`src/rtl/bship_pkg.sv`:
```
// Shared phase encoding, widths and cursor helper for the Battleship sequencer.
// Build option: BSHIP_AUTO_REPEAT_EN (see bship_game_ctrl) enables hold-to-repeat.
package bship_pkg;

  localparam int GRID_N  = 10;
  localparam int CUR_W   = 4;
  localparam int TURNS_W = 5;
  localparam int SHIPS_W = 3;
  localparam int SHOT_W  = 7;

  localparam logic [SHOT_W-1:0] SHOT_MAX = 7'd127;

  typedef enum logic [2:0] {
    TITLE  = 3'd0,
    CLEAR  = 3'd1,
    PLAY   = 3'd2,
    SETTLE = 3'd3,
    WON    = 3'd4,
    LOST   = 3'd5
  } phase_e;

  // One cursor step with wrap-around on a 0..n-1 axis.
  function automatic logic [CUR_W-1:0] wrap_step(
    input logic [CUR_W-1:0] v,
    input logic             dec,
    input int               n
  );
    logic [CUR_W-1:0] top;
    top = CUR_W'(n - 1);
    if (dec) return (v == '0) ? top : v - 1'b1;
    return (v == top) ? '0 : v + 1'b1;
  endfunction

endpackage

```
`src/rtl/bship_btn_repeat.sv`:
```
// Button rising-edge detector with optional hold-to-repeat.
// Emits a registered one-cycle strobe per accepted press or repeat tick.
module bship_btn_repeat #(
  parameter int unsigned DELAY     = 8,
  parameter int unsigned RATE      = 4,
  parameter bit          REPEAT_EN = 1'b0
) (
  input  logic clk,
  input  logic rst_n,
  input  logic btn,
  input  logic en,
  output logic strobe
);

  localparam int unsigned MAXC = (DELAY > RATE) ? DELAY : RATE;
  localparam int          CW   = $clog2(MAXC + 1);

  logic          btn_d_q;
  logic          active_q, active_d;
  logic          strobe_q, strobe_d;
  logic [CW-1:0] cnt_q, cnt_d;
  logic          rise;
  logic          fire;

  // Counter runs down from the edge; zero while held means a repeat tick.
  always_comb begin
    rise     = btn & ~btn_d_q;
    fire     = 1'b0;
    active_d = 1'b0;
    cnt_d    = '0;
    if (REPEAT_EN && en && btn) begin
      if (rise) begin
        active_d = 1'b1;
        cnt_d    = CW'(DELAY - 1);
      end else if (active_q) begin
        active_d = 1'b1;
        if (cnt_q == '0) begin
          fire  = 1'b1;
          cnt_d = CW'(RATE - 1);
        end else begin
          cnt_d = cnt_q - 1'b1;
        end
      end
    end
    strobe_d = rise | fire;
  end

  always_ff @(posedge clk or negedge rst_n) begin
    if (!rst_n) begin
      btn_d_q  <= 1'b0;
      active_q <= 1'b0;
      cnt_q    <= '0;
      strobe_q <= 1'b0;
    end else begin
      btn_d_q  <= btn;
      active_q <= active_d;
      cnt_q    <= cnt_d;
      strobe_q <= strobe_d;
    end
  end

  assign strobe = strobe_q;

endmodule

```
`src/rtl/bship_game_ctrl.sv`:
```
// Battleship top sequencer: phase FSM, cursor, bomb/clear pulses, shot count.
// Define BSHIP_AUTO_REPEAT_EN to enable hold-to-repeat cursor movement.
module bship_game_ctrl #(
  parameter int          GRID_N        = bship_pkg::GRID_N,
  parameter int unsigned REPEAT_DELAY  = 25_000_000,
  parameter int unsigned REPEAT_RATE   = 10_000_000,
  parameter int unsigned SETTLE_CYCLES = 4
) (
  input  logic                         clk,
  input  logic                         reset_n,
  input  logic                         btn_u,
  input  logic                         btn_d,
  input  logic                         btn_l,
  input  logic                         btn_r,
  input  logic                         btn_c,
  input  logic [bship_pkg::TURNS_W-1:0] turns_left,
  input  logic [bship_pkg::SHIPS_W-1:0] ships_remaining,
  output logic [bship_pkg::CUR_W-1:0]   sprite_row,
  output logic [bship_pkg::CUR_W-1:0]   sprite_col,
  output logic                         bomb,
  output logic                         board_clear,
  output logic [2:0]                   phase,
  output logic [bship_pkg::SHOT_W-1:0]  shots_fired
);

  import bship_pkg::*;

`ifdef BSHIP_AUTO_REPEAT_EN
  localparam bit REP_EN = 1'b1;
`else
  localparam bit REP_EN = 1'b0;
`endif

  localparam int SW = $clog2(SETTLE_CYCLES);

  phase_e            phase_q, phase_d;
  logic [CUR_W-1:0]  row_q, row_d;
  logic [CUR_W-1:0]  col_q, col_d;
  logic [SHOT_W-1:0] shots_q, shots_d;
  logic [SW-1:0]     settle_q, settle_d;
  logic              bomb_q, bomb_d;
  logic              clr_q, clr_d;
  logic              start_clr;
  logic              in_play;
  logic              mv_u, mv_d, mv_l, mv_r, fire_c;

  assign in_play = (phase_q == PLAY);

  bship_btn_repeat #(
    .DELAY(REPEAT_DELAY), .RATE(REPEAT_RATE), .REPEAT_EN(REP_EN)
  ) u_btn_u (
    .clk(clk), .rst_n(reset_n), .btn(btn_u), .en(in_play), .strobe(mv_u)
  );

  bship_btn_repeat #(
    .DELAY(REPEAT_DELAY), .RATE(REPEAT_RATE), .REPEAT_EN(REP_EN)
  ) u_btn_d (
    .clk(clk), .rst_n(reset_n), .btn(btn_d), .en(in_play), .strobe(mv_d)
  );

  bship_btn_repeat #(
    .DELAY(REPEAT_DELAY), .RATE(REPEAT_RATE), .REPEAT_EN(REP_EN)
  ) u_btn_l (
    .clk(clk), .rst_n(reset_n), .btn(btn_l), .en(in_play), .strobe(mv_l)
  );

  bship_btn_repeat #(
    .DELAY(REPEAT_DELAY), .RATE(REPEAT_RATE), .REPEAT_EN(REP_EN)
  ) u_btn_r (
    .clk(clk), .rst_n(reset_n), .btn(btn_r), .en(in_play), .strobe(mv_r)
  );

  bship_btn_repeat #(
    .DELAY(REPEAT_DELAY), .RATE(REPEAT_RATE), .REPEAT_EN(1'b0)
  ) u_btn_c (
    .clk(clk), .rst_n(reset_n), .btn(btn_c), .en(1'b0), .strobe(fire_c)
  );

  always_comb begin
    phase_d   = phase_q;
    row_d     = row_q;
    col_d     = col_q;
    shots_d   = shots_q;
    settle_d  = settle_q;
    bomb_d    = 1'b0;
    clr_d     = 1'b0;
    start_clr = 1'b0;
    unique case (phase_q)
      TITLE, WON, LOST: start_clr = fire_c;
      CLEAR: phase_d = PLAY;
      PLAY: begin
        // Fire wins; any direction strobe in the same cycle is dropped.
        if (fire_c) begin
          bomb_d   = 1'b1;
          settle_d = SW'(SETTLE_CYCLES - 1);
          phase_d  = SETTLE;
          if (shots_q != SHOT_MAX) shots_d = shots_q + 1'b1;
        end else begin
          if (mv_u)      row_d = wrap_step(row_q, 1'b1, GRID_N);
          else if (mv_d) row_d = wrap_step(row_q, 1'b0, GRID_N);
          if (mv_l)      col_d = wrap_step(col_q, 1'b1, GRID_N);
          else if (mv_r) col_d = wrap_step(col_q, 1'b0, GRID_N);
        end
      end
      SETTLE: begin
        if (settle_q == '0) begin
          if (ships_remaining == '0)  phase_d = WON;
          else if (turns_left == '0)  phase_d = LOST;
          else                        phase_d = PLAY;
        end else begin
          settle_d = settle_q - 1'b1;
        end
      end
      default: phase_d = TITLE;
    endcase
    if (start_clr) begin
      phase_d = CLEAR;
      clr_d   = 1'b1;
      row_d   = '0;
      col_d   = '0;
      shots_d = '0;
    end
  end

  always_ff @(posedge clk or negedge reset_n) begin
    if (!reset_n) begin
      phase_q  <= TITLE;
      row_q    <= '0;
      col_q    <= '0;
      shots_q  <= '0;
      settle_q <= '0;
      bomb_q   <= 1'b0;
      clr_q    <= 1'b0;
    end else begin
      phase_q  <= phase_d;
      row_q    <= row_d;
      col_q    <= col_d;
      shots_q  <= shots_d;
      settle_q <= settle_d;
      bomb_q   <= bomb_d;
      clr_q    <= clr_d;
    end
  end

  assign sprite_row  = row_q;
  assign sprite_col  = col_q;
  assign bomb        = bomb_q;
  assign board_clear = clr_q;
  assign phase       = phase_q;
  assign shots_fired = shots_q;

endmodule

```
`config.mk`:
```
export PLATFORM = sky130hd
export DESIGN_NAME = bship_game_ctrl
export DESIGN_NICKNAME = d
export VERILOG_FILES = /design/src/rtl/bship_pkg.sv /design/src/rtl/bship_btn_repeat.sv /design/src/rtl/bship_game_ctrl.sv
export SDC_FILE = /design/constraint.sdc
export NUM_CORES = 1
export LEC_CHECK = 0
export ABC_CLOCK_PERIOD_IN_PS = 2400
export BUFFER_PORTS_ARGS = -buffer_cell sky130_fd_sc_hd__buf_2
export CAP_MARGIN = 5
export CORE_AREA = 2 2 62 64
export CTS_CLUSTER_SIZE = 40
export DETAILED_ROUTE_END_ITERATION = 12
export DIE_AREA = 0 0 64 66
export PLACE_DENSITY = 0.72
export SETUP_SLACK_MARGIN = 0.02
export SLEW_MARGIN = 20
export SYNTH_ARGS = -nofsm -noshare
export SYNTH_HDL_FRONTEND = slang
export SYNTH_SLANG_ARGS = --single-unit
```
`constraint.sdc`:
```
create_clock -name clk -period 2.4 [get_ports clk]
set_input_delay 0.24 -clock clk [delete_from_list [all_inputs] [get_ports clk]]
set_output_delay 0.24 -clock clk [all_outputs]
set_load 0.01 [all_outputs]
```
# ---- Word level (Yosys, flattened, before mapping)
# Cells that the tools add are included.
dict set report classes {
  mux 39
  eq_ne 14
  reduce_logical 18
  add_sub_neg 6
  bitwise 10
}
# cell count
set op_table {}
lappend op_table {{$mux 4} 16}
lappend op_table {{$mux 7} 4}
lappend op_table {{$mux 3} 5}
lappend op_table {{$reduce_and 3->1} 5}
lappend op_table {{$pmux 3 s4} 1}
lappend op_table {{$mux 1} 10}
lappend op_table {{$add 4x1->4 const B} 2}
lappend op_table {{$eq 4x4->1 const B} 2}
lappend op_table {{$logic_not 4->1} 2}
lappend op_table {{$reduce_bool 2->1} 4}
lappend op_table {{$sub 4x1->4 const B} 2}
lappend op_table {{$add 7x1->7 const B} 1}
lappend op_table {{$ne 7x7->1 const B} 1}
lappend op_table {{$eq 3x2->1 const B} 2}
lappend op_table {{$eq 3x3->1 const B} 2}
lappend op_table {{$logic_not 3->1} 2}
lappend op_table {{$ne 2x2->1 const B} 3}
lappend op_table {{$reduce_bool 3->1} 2}
lappend op_table {{$and 1x1->1} 5}
lappend op_table {{$logic_not 5->1} 1}
lappend op_table {{$not 1->1} 5}
lappend op_table {{$mux 2} 2}
lappend op_table {{$pmux 2 s2} 1}
lappend op_table {{$eq 3x1->1 const B} 1}
lappend op_table {{other kinds (6)} 6}
dict set report totals {
  wordCells 104
  out_inout_bits 20
  in_bits 15
  ff_bits 32
}

# ---- Depth between registers and ports, before layout
# Gate-level depths: netlist of run 1.
dict set report logic_depth {
  word_depth 8
  depth_mapped 6
  mapped_depth_nobuf 6
}

# ---- Modules after synthesis
# Synthesis of run 1 repeated with hierarchy kept, for this count alone.
dict set report unflattened {
  cells_unflattened 174
  area_unflattened_um2 1780.5
}
# mod instances cells_per_inst area_per_inst_um2 seq_area_each_um2
set modules_own_cells {}
lappend modules_own_cells {bship_game_ctrl 1 159 1461.4 550.5}
lappend modules_own_cells {bship_btn_repeat 5 3 63.8 50.0}

# ---- Worst setup path before layout of run 1
# No wires, ideal clock.
dict set report synth_timing {
  path_type {flip-flop to flip-flop}
  from {reg row_q[0] (netlist: sprite_row[0])}
  to {reg row_q[3] (netlist: sprite_row[3])}
  t_required_ns 2.274
  period_less_slack_ns 1.585
  setup_ns 0.126
  path_slack_ns 0.815
  path_buffers 0
  t_arrival_ns 1.459
  stages_incl_launch_ff 7
  cell_sequence {dfrtp_1 -> inv_1 -> ha_1 -> o21bai_1 -> a21oi_1 -> nor3_1 -> a311o_1}
}
dict set report synth_via {
  elab_chain_len 7
  word_cells_on_any_way 12
  cone_classes {add/sub: 2; eq/ne: 1; mux: 8; reduce/logical: 1}
}
# item line
set synth_rtl {}
lappend synth_rtl {{start: declaration} bship_game_ctrl.sv:37} ;# logic [CUR_W-1:0] row_q, row_d;
lappend synth_rtl {{start signal: assignment} bship_game_ctrl.sv:136} ;# row_q <= row_d;
lappend synth_rtl {{$add 4x1->4 (tied with other cells)} bship_pkg.sv:31} ;# return (v == top) ? '0 : v + 1'b1;
lappend synth_rtl {{$mux 4, on equally long branches} {bship_pkg.sv:31, bship_pkg.sv:30}}
lappend synth_rtl {{$mux 4, on equally long branches} {bship_game_ctrl.sv:100, bship_pkg.sv:31}}
lappend synth_rtl {{$mux 4 (*)} bship_game_ctrl.sv:99} ;# if (mv_u) row_d = wrap_step(row_q, 1'b1, GRID_N);
lappend synth_rtl {{$mux 4 (*)} bship_game_ctrl.sv:93} ;# if (fire_c) begin
lappend synth_rtl {{$mux 4 (*)} bship_game_ctrl.sv:88} ;# unique case (phase_q)
lappend synth_rtl {{$mux 4 (*)} bship_game_ctrl.sv:116} ;# if (start_clr) begin
# Mark *: on every way between the ends. The rest lies on a longest branch, timed or not. The select of a mux whose other input is x is not followed.
# A chain may end at the register's enable or synchronous reset.

# ---- Worst setup path after layout of run 1
dict set report layout_timing {
  from {reg phase_q[1] (netlist: phase[1])}
  to {reg row_q[2] (netlist: sprite_row[2])}
}
dict set report layout_via {
  elab_chain_len 5
  word_cells_on_any_way 11
  cone_classes {eq/ne: 4; mux: 2; reduce/logical: 5}
}
# item line
set layout_rtl {}
lappend layout_rtl {{start: declaration} bship_game_ctrl.sv:36} ;# phase_e phase_q, phase_d;
lappend layout_rtl {{start signal: assignment} bship_game_ctrl.sv:135} ;# phase_q <= phase_d;
lappend layout_rtl {{$eq 3x3->1 / $logic_not 3->1 (equally long branches)} bship_game_ctrl.sv:88}
lappend layout_rtl {{$reduce_or 3->1} bship_game_ctrl.sv:88}
lappend layout_rtl {{$mux 1} bship_game_ctrl.sv:88}
lappend layout_rtl {{$ne 2x2->1 (no source line) (tied with other cells)} -}
lappend layout_rtl {{$reduce_and 3->1 (no source line)} -}
# Parallel ways exist; a longest one is shown, timed or not.

==> impl.org, run 1 <==
** Run status
- Result of the run :: finished, final reports clean

** Pwr
- Power spread over the standard cell area amounts to 1030 nW/um2.
- Clock Power Share :: 0.158
- Largest vdd supply drop :: 541 uV
- Internal power contribution :: 1190 uW
- Summed over all cells, the static leakage comes to 0.000950 uW.
- For this design the total switching power over the nets is 814 uW.
- Relative contribution of combinational cells to total power :: 0.392
- Part of the total power dissipated in sequential elements :: 0.450
- Of the total power, the share spent switching nets is 0.406.

** Drt
- The count of nets left with antenna violations once routing finished came out at 0.
- Detailed-route via count :: 1348
- Met2 WL :: 1670 um
- The detailed router put a total of 1370 um of wire on met1.
- Wires add up to 3210 um.
- Summed over all nets, wire length on met3 after detailed routing comes to 133 um.
- Post-detailed-route wirelength per cell :: 12.8 um
- Pre-antenna DRT Iters :: 4
- Detailed-route vias per instance :: 5.39
- Signal routing reaches up to met4.
- In this run, the number of DRC markers left after iteration 0 of detailed routing was 47.
- Residual DRC count :: 0

** Clocking
- Total setup buffers inserted after CTS :: 0
- # H-tree levels :: 2
- Worst-path clk slew :: 100 ps
- CTS placed an instance of sky130_fd_sc_hd__clkbuf_4 at the clock tree root.
- TritonCTS clock tree :: yes
- CTS Sinks :: 32
- For the worst-skew pair, the clock arrives at the later sink with an insertion delay of 330 ps.
- Clock buffers created by TritonCTS :: 5
- The longest clock path from root to sink contains 2 buffers.

** Placement
- The number of placed instances, taps included, is 241.
- Buffers placed on the I/O ports in this run total 34.
- Last weighted congestion value of the routability-driven placer :: 0.762
- Detailed placement HPWL :: 2410 um

** Final layout
- Finished Core Util :: 0.550
- Highest-count cells in the layout ignoring fill and taps :: sky130_fd_sc_hd__buf_2, sky130_fd_sc_hd__dfrtp_1, sky130_fd_sc_hd__inv_1
- Area Growth Syn to Fin :: 15.6%
- In the final layout, the share of cells above drive strength 1 is 0.233.
- Number of nets in the finished design :: 223
- The repair_antennas step left the layout with diodes totalling 0.
- Leaving out fill and tap cells, the most frequent cell in the layout is sky130_fd_sc_hd__buf_2.
- The finished layout holds 250 standard cells, fillers aside.

** Timing
- Headroom to the max-slew limit came out at 0.549.
- Final hold vios :: 0
- Final setup violating endpoints :: 0
- Maximum frequency from static timing analysis :: 0.542 GHz
- The smallest clock period supported by the final layout is computed as 1850 ps.
- Sum of negative setup slack :: 0 ps
- Largest clock skew in the final design :: 11.2 ps
- Dividing the final minimum period by the clock period gives 0.769.
- Max Transition Viols Final :: 0
- For the pin with the worst max-slew slack, the measured transition is 677 ps.
- RSZ-0062 raised after global routing :: no

** Synth
- Total number of yosys warnings :: 0
- Counting every net in the synthesized netlist gives 189.
- For this run, asynchronously set or reset flops after synthesis account for 1.00.
- Commonest register cell after synthesis :: sky130_fd_sc_hd__dfrtp_1
- The share of synthesized area in the top cell type comes to 0.474.
- Of the synthesized area, sequential elements account for 0.474.
- The synthesized design spends more area on one cell type than any other, namely sky130_fd_sc_hd__dfrtp_1.
- By area the synthesized netlist is led by sky130_fd_sc_hd__dfrtp_1, sky130_fd_sc_hd__ha_1, sky130_fd_sc_hd__nor2b_1.
- Netlist area before placement :: 1690 um2
- In the synthesized netlist, the number of instances is 167.
- Post-synthesis sequential element count :: 32
- Synth unique cells :: 52
- Average cell area after synthesis :: 10.1 um2
- Counting flops with a built-in enable in the synthesized netlist gives 0.

** Global routing
- The first global-routing pass estimated 5750 um of wire.
- After global routing the overflow that remains totals 0.
- Pin count of the biggest net entering global routing :: 33
- Via count of the first global-routing pass :: 1379
- The number of antenna violations at the first check in global routing came to 0.
- Global routing usage summed across all routing layers :: 0.174

** Min path
- The tightest min-delay check is of the in2reg type.

** Floorplan
- From bottom edge to top edge, the die measures 66 um.
- Core area :: 3550 um2
- Count of standard-cell rows :: 22
- Top-level I/O count :: 35
- The die is 64 um wide.
- The floorplan step defined a die boundary enclosing 4220 um2.
- Initial cell density of the core :: 0.476

** Critical path
- Along the worst path, the maximum fanout reaches 10.
- Category of the most critical setup path :: reg2reg
- Sort of element at the end of the critical path :: flip-flop
- Data on the critical path arrives at its endpoint at 2100 ps.
- Critical Path Source Type :: flip-flop
- Required time at the worst-slack endpoint :: 2660 ps

** Run
- Max-cap violations in this run came to 0.
-- path summary, 6_finish.rpt --
path                                  from              end  slack [ps]  cells past startpoint
setup / recovery                  phase[1]    sprite_row[2]         550                      4
hold / removal                       btn_r  u_btn_r.btn_d_q          20                      1
hold reg to reg            u_btn_c.btn_d_q   u_btn_c.strobe         390                      1
max in group asynchronous          reset_n   u_btn_u.strobe        1480                      2
min in group asynchronous          reset_n         phase[0]         470                      2
setup reg to reg                  phase[1]    sprite_row[2]         550                      4
-- through the flow --
stage / worst slack, ps / power [uW] / cell area, um2 / hold slack (ps)
4_1_cts: 537 / 2030 / 1950 / 7.18
3_3_place_gp: 642 / 1660 / 1880 / 324
2_1_floorplan: 815 / 1460 / 1690 / -55.6
3_5_place_dp: 558 / 1710 / 1880 / 328
6_report: 554 / 2010 / 1950 / 16.6
5_1_grt: 404 / 2180 / 1950 / 0.0557
-- routing by layer --
| metal | GRT usage | vias up |
|---|---|---|
| li1 | - | 662 |
| met4 | 0.0516 | 0 |
| met5 | 0 | - |
| met2 | 0.322 | 30 |
| met1 | 0.190 | 652 |
| met3 | 0.0528 | 4 |
-- synth_stat cells, drive strengths merged (2+ instances only) --
master and number:
a21oi 9, a22oi 2, a311o 2, a311oi 2, buf 3, clkbuf 5
dfrtp 32, ha 7, inv 12, mux2i 4, nand2 7, nand2b 2
nand3 8, nand3b 2, nor2 12, nor2b 9, nor3 3, o211ai 4
o21ai 11, or4 2, xor2 4
-- final cells by class --
| class | instances | area [um2] |
|---|---|---|
| multi-input cells | 115 | 807 |
| clock buffers | 8 | 58.8 |
| fillers | 325 | 1600 |
| inverters | 12 | 45.0 |
| flip-flops and latches | 32 | 801 |
| repair buffers | 35 | 180 |
| well taps | 48 | 60.1 |
-- flip-flops by register name (all words and copies together) (netlist names), 2 cells and up --
name         count
sprite_row       4
shots_fired      7
phase            3
sprite_col       4
settle_q         2
-- critical path, cell delays in order (launching register included) --
cell and delay, ps:
sky130_fd_sc_hd__dfrtp_1 470, sky130_fd_sc_hd__nor2b_1 510, sky130_fd_sc_hd__o211ai_4 220, sky130_fd_sc_hd__or4_4 520, sky130_fd_sc_hd__o211ai_2 70
-- repair_timing --
item                                   4_1_cts  5_1_grt
hold buffers                                 1        0
endpoints found under the hold margin       32        0
setup endpoints to repair                    0        0
gates resized for setup                      0        0
-- cell families (layout without fill, tap and decap cells) --
kind of cell,Yosys count,count (layout),share of synthesized area
xor+xnor,4,4,0.0207
compound gates,44,44,0.189
fa+ha+maj,7,7,0.0518
simple gates,55,55,0.186
flops,32,32,0.474
buf+inv,20,55,0.0481
mux,5,5,0.0304
-- power by group through the flow --
| stage | clock network [uW] | logic, uW | registers [uW] |
|---|---|---|---|
| after floorplan | 0 | 609 | 853 |
| after global placement | 0 | 764 | 895 |
| after detailed placement | 0 | 796 | 912 |
| after CTS | 329 | 802 | 901 |
| after global routing | 353 | 898 | 934 |
| final | 316 | 787 | 903 |
Power figures use the tool's default switching activity.
==> run 2: changes to the inputs <==
ABC_CLOCK_PERIOD_IN_PS = 1600   (was 2400)
CORE_AREA = 2 2 63 65   (was 2 2 62 64)
DIE_AREA = 0 0 65 67   (was 0 0 64 66)
PLACE_DENSITY = 0.73   (was 0.72)
clock period = 1.6 ns   (was 2.4 ns; I/O delays follow)
==> impl.org, run 2 (synthesis gave the netlist of run 1 again) <==
** Run
- Number of maximum-capacitance violations :: 0 (unchanged)

** Placement
- The detailed-placement wirelength estimate was 2430 um (+1.1%).
- The final estimated routing congestion in global placement is 0.917 (+20%).
- The cell count after placement is 255 (+5.8%).
- Worst setup timing slack at the placement stage :: 44.3 ps (-514 ps)
- Port-buffer cells :: 34 (unchanged)

** Timing
- Setup repair after global routing left no endpoint under its margin.
- Maximum frequency from static timing analysis :: 0.669 GHz (+24%)
- Final critical-path setup slack :: 106 ps (-448 ps)
- Largest clock skew in the final design :: 6.81 ps (-4.43 ps)
- Fin Hold WS :: 12.7 ps (-3.97 ps)
- Shortest clock period the worst path allows after layout :: 1490 ps (-352 ps)
- Relative slew slack :: 0.647 (+0.0982)
- Post-route fraction of the period consumed by the critical path :: 0.934 (+0.165)
- Final setup violating endpoints :: 0 (unchanged)
- Final hold vios :: 0 (unchanged)
- The number of max-slew violations in the final report was 0 (unchanged).
- The final setup TNS came to 0 ps (unchanged).
- The transition time at the pin with the least slew margin is 528 ps (-150 ps).

** Final layout
- Compared with the post-synthesis result, the final layout area differs by 28.9%.
- The library cells used most frequently in the layout, excluding fill and tap cells, are sky130_fd_sc_hd__buf_2, sky130_fd_sc_hd__dfrtp_1, sky130_fd_sc_hd__buf_4.
- The fraction of layout cells with a size suffix above 1 is 0.321 (+0.0888).
- Number of nets in the finished design :: 245 (+9.9%)
- The number of flip-flops under the largest register name is 7 (unchanged).
- Number of antenna cells inserted :: 0 (unchanged)
- Fin cells :: 272 (+8.8%)
- The library cell used most frequently in the layout, excluding fill and tap cells, is sky130_fd_sc_hd__buf_2.
- Number of inserted filler cells in the final layout :: 313 (-3.7%)

** Clocking
- The TritonCTS sink count came to 32 (unchanged).
- Worst-Skew Late Latency :: 280 ps (-50 ps)
- TritonCTS clock tree :: yes
- The root buffer cell chosen for the clock tree is sky130_fd_sc_hd__clkbuf_8.
- The number of clock buffers inserted by TritonCTS was 5 (unchanged).
- Worst-path clk slew :: 60 ps (-40 ps)
- The H-tree depth is 2 (unchanged).
- Max Root-Sink Buffers :: 2 (unchanged)

** Floorplan
- The height of the die was 67 um (+1.5%).
- Overall die area :: 4360 um2 (+3.1%)
- Initial cell density of the core :: 0.468 (-0.00726)
- The placeable core region is 3610 um2 (+1.6%).
- Chip width :: 65 um (+1.6%)
- The top-level port count came to 35 (unchanged).
- Count of standard-cell rows :: 22 (unchanged)

** Critical path
- Sort of element at the end of the critical path :: flip-flop
- Top delay family on crit path :: flip-flops
- Crit-path slowest cell :: sky130_fd_sc_hd__dfrtp_2
- The maximum fanout encountered on the critical timing path is 9 (-1).
- Critical Path Source Type :: flip-flop
- Worst path cell trace :: ha_1 -> or3_1 -> a211oi_2 -> a311o_1
- The biggest cell delay along the critical path is 460 ps (-60 ps).
- Critical path buffer and inverter count :: 0 (unchanged)
- The required arrival time at the worst endpoint came to 1810 ps (-850 ps).
- The setup path with the least slack is of type reg2reg.
- Worst R2R Start :: sprite_row[0]
- The arrival time at the worst endpoint came to 1700 ps (-400 ps).
- Tracing the worst setup path back leads to its startpoint at sprite_row[0].

** Drt
- Pre-antenna DRT Iters :: 4 (unchanged)
- Routed wire length :: 3270 um (+1.9%)
- The via count came to 1413 (+4.8%).
- Number of nets with antenna violations after detailed routing :: 0 (unchanged)
- The average via count per standard cell came to 5.19 (-3.7%).
- Residual DRC count :: 0 (unchanged)
- Post-detailed-route wirelength per cell :: 12.0 um (-6.3%)
- DRC marker count from the first detailed-route iteration :: 64 (+36%)

** Global routing
- Overall overflow remaining after global route :: 0 (unchanged)
- Via count of the first global-routing pass :: 1235 (-10%)
- The global-route wire length before repair was 5420 um (-5.8%).
- Antenna violations before repair :: 0 (unchanged)
- Global routing usage summed across all routing layers :: 0.162 (-0.0112)
- Pin count of the biggest net entering global routing :: 16 (-52%)

** Pwr
- Largest vdd supply drop :: 872 uV (+61%)
- The leakage power total came to 0.00106 uW (+12%).
- Cell Pwr Density :: 1540 nW/um2 (+50%)

** Run status
- Result of the run :: finished, final reports clean

** Min path
- In this run the most critical hold path is launched from btn_r.
- The min-delay analysis places its worst path in the category in2reg.
-- run 2: changes by cell type in the layout (fill, tap and decap cells not counted), moves of 2 or more --
cell / delta
sky130_fd_sc_hd__clkbuf_8: +5
sky130_fd_sc_hd__dlygate4sd3_1: +4
sky130_fd_sc_hd__buf_4: +18
sky130_fd_sc_hd__clkbuf_4: -5
sky130_fd_sc_hd__ha_2: +2
sky130_fd_sc_hd__ha_1: -2
-- run 2: through the flow --
step                      instance area, um2  total power (uW)  utilization
after detailed placement                1990              2660        0.552
after floorplan                         1690              2200            -
final                                   2180              3350        0.604
after global placement                  1990              2630        0.552
after global routing                    2180              3630        0.604
after CTS                               2120              3290        0.588
-- run 2: path summary, 6_finish.rpt --
path | depth (start not counted) | end | slack (ps)
min | 1 | u_btn_r.btn_d_q | 10
max | 4 | sprite_row[3] | 110
max reg2reg | 4 | sprite_row[3] | 110
min in group asynchronous | 2 | shots_fired[2] | 360
max in group asynchronous | 3 | bomb | 790
min reg2reg | 1 | u_btn_c.strobe | 390
-- run 2: power by group --
| group | switching (uW) | internal [uW] | total, uW |
|---|---|---|---|
| clock | 267 | 350 | 617 |
| combinational | 752 | 734 | 1490 |
| sequential | 237 | 1010 | 1250 |
| total | 1260 | 2100 | 3350 |
-- run 2: worst reg2reg max path, delay by kind of cell, from the launching register on --
family	cells	cell delay, ps
adder cells (fa/ha/maj)	1	260
AO/OA/AOI/OAI	2	380
flip-flops	1	460
AND/OR/NAND/NOR	1	330
-- run 2: area by class of cell --
type / count / area, um2 / area share
Multi-Input combinational cell: 115 / 825 / 0.379
Sequential cell: 32 / 802 / 0.368
Tap cell: 48 / 60.1 / 0.0276
Timing Repair Buffer: 57 / 355 / 0.163
Clock buffer: 8 / 90.1 / 0.0414
Inverter: 12 / 45.0 / 0.0207
-- run 2: metal layers --
metal  part of all wire  global-route usage
met4              0.021              0.0559
met3              0.033              0.0405
met5                  0                   0
met1               0.47               0.209
met2               0.47               0.267
-- run 2: timing repair --
item / 4_1_cts / 5_1_grt
resized for setup: 0 / 6
hold buffers: 4 / 1
setup endpoints to repair: 0 / 6
setup buffers: 0 / 4
hold endpoints to repair: 16 / 1
==> run 3: changes to the inputs <==
ABC_AREA = 1   (was unset)
CORE_AREA = 2 2 64 66   (was 2 2 63 65)
DIE_AREA = 0 0 66 68   (was 0 0 65 67)
GPL_TIMING_DRIVEN = 0   (was unset)
PLACE_DENSITY = 0.75   (was 0.73)
==> impl.org, run 3 <==
** Global routing
- The pin count of the biggest net entering global routing was 33 (+17).
- Global-route wire length before repair :: 6120 um (+13%)
- The overall routing resource usage came to 0.179 (+0.0162).
- The via count of the first global-routing pass was 1429 (+16%).
- The total congestion overflow after global routing was 0 (unchanged).
- Antenna violations before repair :: 0 (unchanged)

** Pwr
- The power density of the placed cells is 1520 nW/um2 (-1.6%).
- The leakage power total came to 0.00119 uW (+12%).
- Largest vdd supply drop :: 860 uV (-1.4%)

** Critical path
- By startpoint and endpoint, the worst setup path is classified as reg2reg.
- The critical path ends at sprite_row[2].
- Worst R2R Start :: sprite_row[0]
- Critical Path Source Type :: flip-flop
- The path depth of the worst reg2reg path came to 6 (+2).
- Sort of element at the end of the critical path :: flip-flop
- In this run the critical register-to-register path is captured at sprite_row[2].
- Worst endpoint data arrival time :: 1540 ps (-160 ps)
- Required time at the worst-slack endpoint :: 1780 ps (-30 ps)
- Setup slack, reg-to-reg :: 230 ps (+130 ps)
- Startpoint of the most critical setup path :: sprite_row[0]
- Top fanout value on the critical path :: 7 (-2)

** Placement
- Detailed placement HPWL :: 2580 um (+5.9%)
- Last weighted congestion value of the routability-driven placer :: 0.837 (-8.7%)
- Worst setup timing slack at the placement stage :: 211 ps (+167 ps)
- The instance area after placement came to 2050 um2 (+3.1%).
- The port buffer count came to 34 (unchanged).

** Timing
- The minimum clock period after layout came to 1370 ps (-128 ps).
- The number of max-slew violations in the final report is 0 (unchanged).
- Relative slew slack :: 0.538 (-0.109)
- The number of failing setup endpoints in the final timing report is 0 (unchanged).
- Final critical-path setup slack :: 234 ps (+128 ps)
- Largest clock skew in the final design :: 5.54 ps (-1.27 ps)
- RSZ-0062 raised after global routing :: no
- The fraction of the cycle the final worst path needs came to 0.854 (-0.0799).
- Fin Hold WS :: 284 ps (+271 ps)
- The transition time at the pin with the least slew margin was 694 ps (+166 ps).
- Sum of negative setup slack :: 0 ps (unchanged)
- Maximum frequency from static timing analysis :: 0.732 GHz (+9.4%)
- The number of endpoints with negative hold slack in the final report came to 0 (unchanged).

** Final layout
- The number of flip-flops under the largest register name is 7 (unchanged).
- Area Growth Syn to Fin :: 20.4%
- The count of nets after finishing is 297 (+21%).
- The final design area excluding fillers is 2190 um2 (+0.57%).
- The diode insertion count for antenna repair was 0 (unchanged).
- Proportion of layout cells with a drive suffix above 1 :: 0.236 (-0.0851)
- The layout filler cell count was 374 (+19%).
- Most common cell after layout, fill and taps aside :: sky130_fd_sc_hd__nand2_1
- The share of the core filled with cells in the final layout came to 0.568 (-0.0359).
- Highest-count cells in the layout ignoring fill and taps :: sky130_fd_sc_hd__nand2_1, sky130_fd_sc_hd__nand3_1, sky130_fd_sc_hd__buf_2

** Clocking
- Total setup buffers inserted after CTS :: 0 (unchanged)
- The number of clock buffers inserted by TritonCTS came to 5 (unchanged).
- The buffer depth of the longest clock path came to 2 (unchanged).
- TritonCTS clock tree :: yes
- # H-tree levels :: 2 (unchanged)
- The clock input transition at the sequential cells of the worst setup and hold paths is 60 ps (about the same).
- CTS Sinks :: 32 (unchanged)
- Worst-Skew Late Latency :: 280 ps (about the same)
- In this run the clock root is driven by a sky130_fd_sc_hd__clkbuf_8.

** Drt
- Post-detailed-route wirelength per cell :: 10.8 um (-9.9%)
- Detailed-route vias per instance :: 4.83 (-6.9%)
- Pre-antenna DRT Iters :: 4 (unchanged)
- The number of routed nets with antenna violations came to 0 (unchanged).
- The DRC violation count after routing is 0 (unchanged).
- The total length of routed wires is 3520 um (+7.7%).
- DRC marker count from the first detailed-route iteration :: 102 (+59%)
- Detailed-route via count :: 1571 (+11%)

** Synth
- The gate count after technology mapping came to 228 (+37%).
- Post-synthesis sequential element count :: 32 (unchanged)
- Of all cell types, the one taking the most synthesized area is sky130_fd_sc_hd__dfrtp_1.
- The number of synthesized flops with an enable pin came to 0 (unchanged).
- The fraction of synthesis flops using an asynchronous set or reset pin was 1.00 (unchanged).
- The area share of the leading cell type in the synthesized netlist was 0.440 (-0.0336).
- After synthesis, the most frequently instantiated cells are sky130_fd_sc_hd__nand2_1, sky130_fd_sc_hd__nand3_1, sky130_fd_sc_hd__dfrtp_1.
- The total of warnings raised by yosys was 0 (unchanged).
- Average cell area after synthesis :: 7.97 um2 (-21%)
- The share of synthesized area occupied by flip-flops and latches came to 0.440 (-0.0336).
- The number of distinct library cell variants in the gate-level netlist after synthesis was 28 (-46%).
- Netlist area before placement :: 1820 um2 (+7.6%)
- Commonest register cell after synthesis :: sky130_fd_sc_hd__dfrtp_1
- The number of nets in the synthesized netlist is 250 (+32%).
- Top post-synthesis cells by area :: sky130_fd_sc_hd__dfrtp_1, sky130_fd_sc_hd__nand2_1, sky130_fd_sc_hd__nand3_1
- Most frequently used cell type in the post-synthesis netlist :: sky130_fd_sc_hd__nand2_1

** Floorplan
- Chip width :: 66 um (+1.5%)
- The placeable core region came to 3860 um2 (+6.9%).
- Top-level I/O count :: 35 (unchanged)
- Count of standard-cell rows :: 23 (+4.5%)
- Initial cell density of the core :: 0.471 (+0.00302)
- Overall die area :: 4490 um2 (+3.1%)
- DIE HEIGHT :: 68 um (+1.5%)

** Min path
- Class of the tightest hold or removal check :: in2reg

** Run status
- The run finished with clean final reports.

** Run
- Number of maximum-capacitance violations :: 0 (unchanged)
run 3: repair_timing:
item | 4_1_cts | 5_1_grt
resized for setup | 0 | 1
endpoints found under the hold margin | 36 | 1
setup endpoints to repair | 0 | 1
hold buffers | 5 | 1
run 3: where the power goes:
group	internal, uW	switching [uW]
Clock	295	277
Combinational	578	920
Sequential	1010	243
Total	1880	1440
run 3: routing by layer:
| metal | vias to the layer above | share of wire | GRT usage | routed length (um) |
|---|---|---|---|---|
| met3 | 7 | 0.035 | 0.0444 | 123 |
| li1 | 816 | - | - | - |
| met2 | 20 | 0.49 | 0.304 | 1730 |
| met4 | 0 | 0.016 | 0.0689 | 55 |
| met1 | 728 | 0.46 | 0.220 | 1620 |
| met5 | - | 0 | 0 | 0 |
run 3: cells by family after synthesis:
| logic type | Yosys count | share of synthesized area |
|---|---|---|
| fa+ha+maj | 7 | 0.0482 |
| simple gates | 131 | 0.361 |
| flops | 32 | 0.440 |
| compound gates | 18 | 0.0523 |
| buf+inv | 37 | 0.0840 |
| xor+xnor | 3 | 0.0145 |
run 3: stage by stage:
| stage | instances | power [uW] |
|---|---|---|
| floorplan | 228 | 2340 |
| global placement | 312 | 2710 |
| detailed placement | 312 | 2750 |
| CTS | 324 | 3350 |
| global route | 325 | 3640 |
| finish | 325 | 3320 |
run 3: worst min-delay path by stage:
stage,startpoint,end,slack (ps),cells after the start
3_5_place_dp,reset_n,shots_fired[2],250,1
3_3_place_gp,reset_n,shots_fired[5],250,1
5_1_grt,ships_remaining[1],phase[0],320,5
6_report,ships_remaining[0],phase[0],280,5
4_1_cts,btn_d,u_btn_d.btn_d_q,2,1
2_1_floorplan,reset_n,board_clear,-140,0
run 3: area by class of cell:
| cell class | count | area [um2] | share of cell area |
|---|---|---|---|
| clock buffers | 6 | 72.6 | 0.0331 |
| repair buffers | 40 | 230 | 0.105 |
| plain buffers | 2 | 16.3 | 0.00743 |
| well taps | 50 | 62.6 | 0.0286 |
| clock inverters | 1 | 5.00 | 0.00229 |
| flip-flops and latches | 32 | 802 | 0.366 |
| multi-input cells | 159 | 865 | 0.395 |
| inverters | 35 | 136 | 0.0623 |
run 3: critical path: stages (launching register included):
cell	delay (ps)
sky130_fd_sc_hd__dfrtp_2	460
sky130_fd_sc_hd__ha_1	220
sky130_fd_sc_hd__or2_2	290
sky130_fd_sc_hd__nand3_1	80
sky130_fd_sc_hd__o21ai_0	100
sky130_fd_sc_hd__nand2_1	70
sky130_fd_sc_hd__nand2_1	40
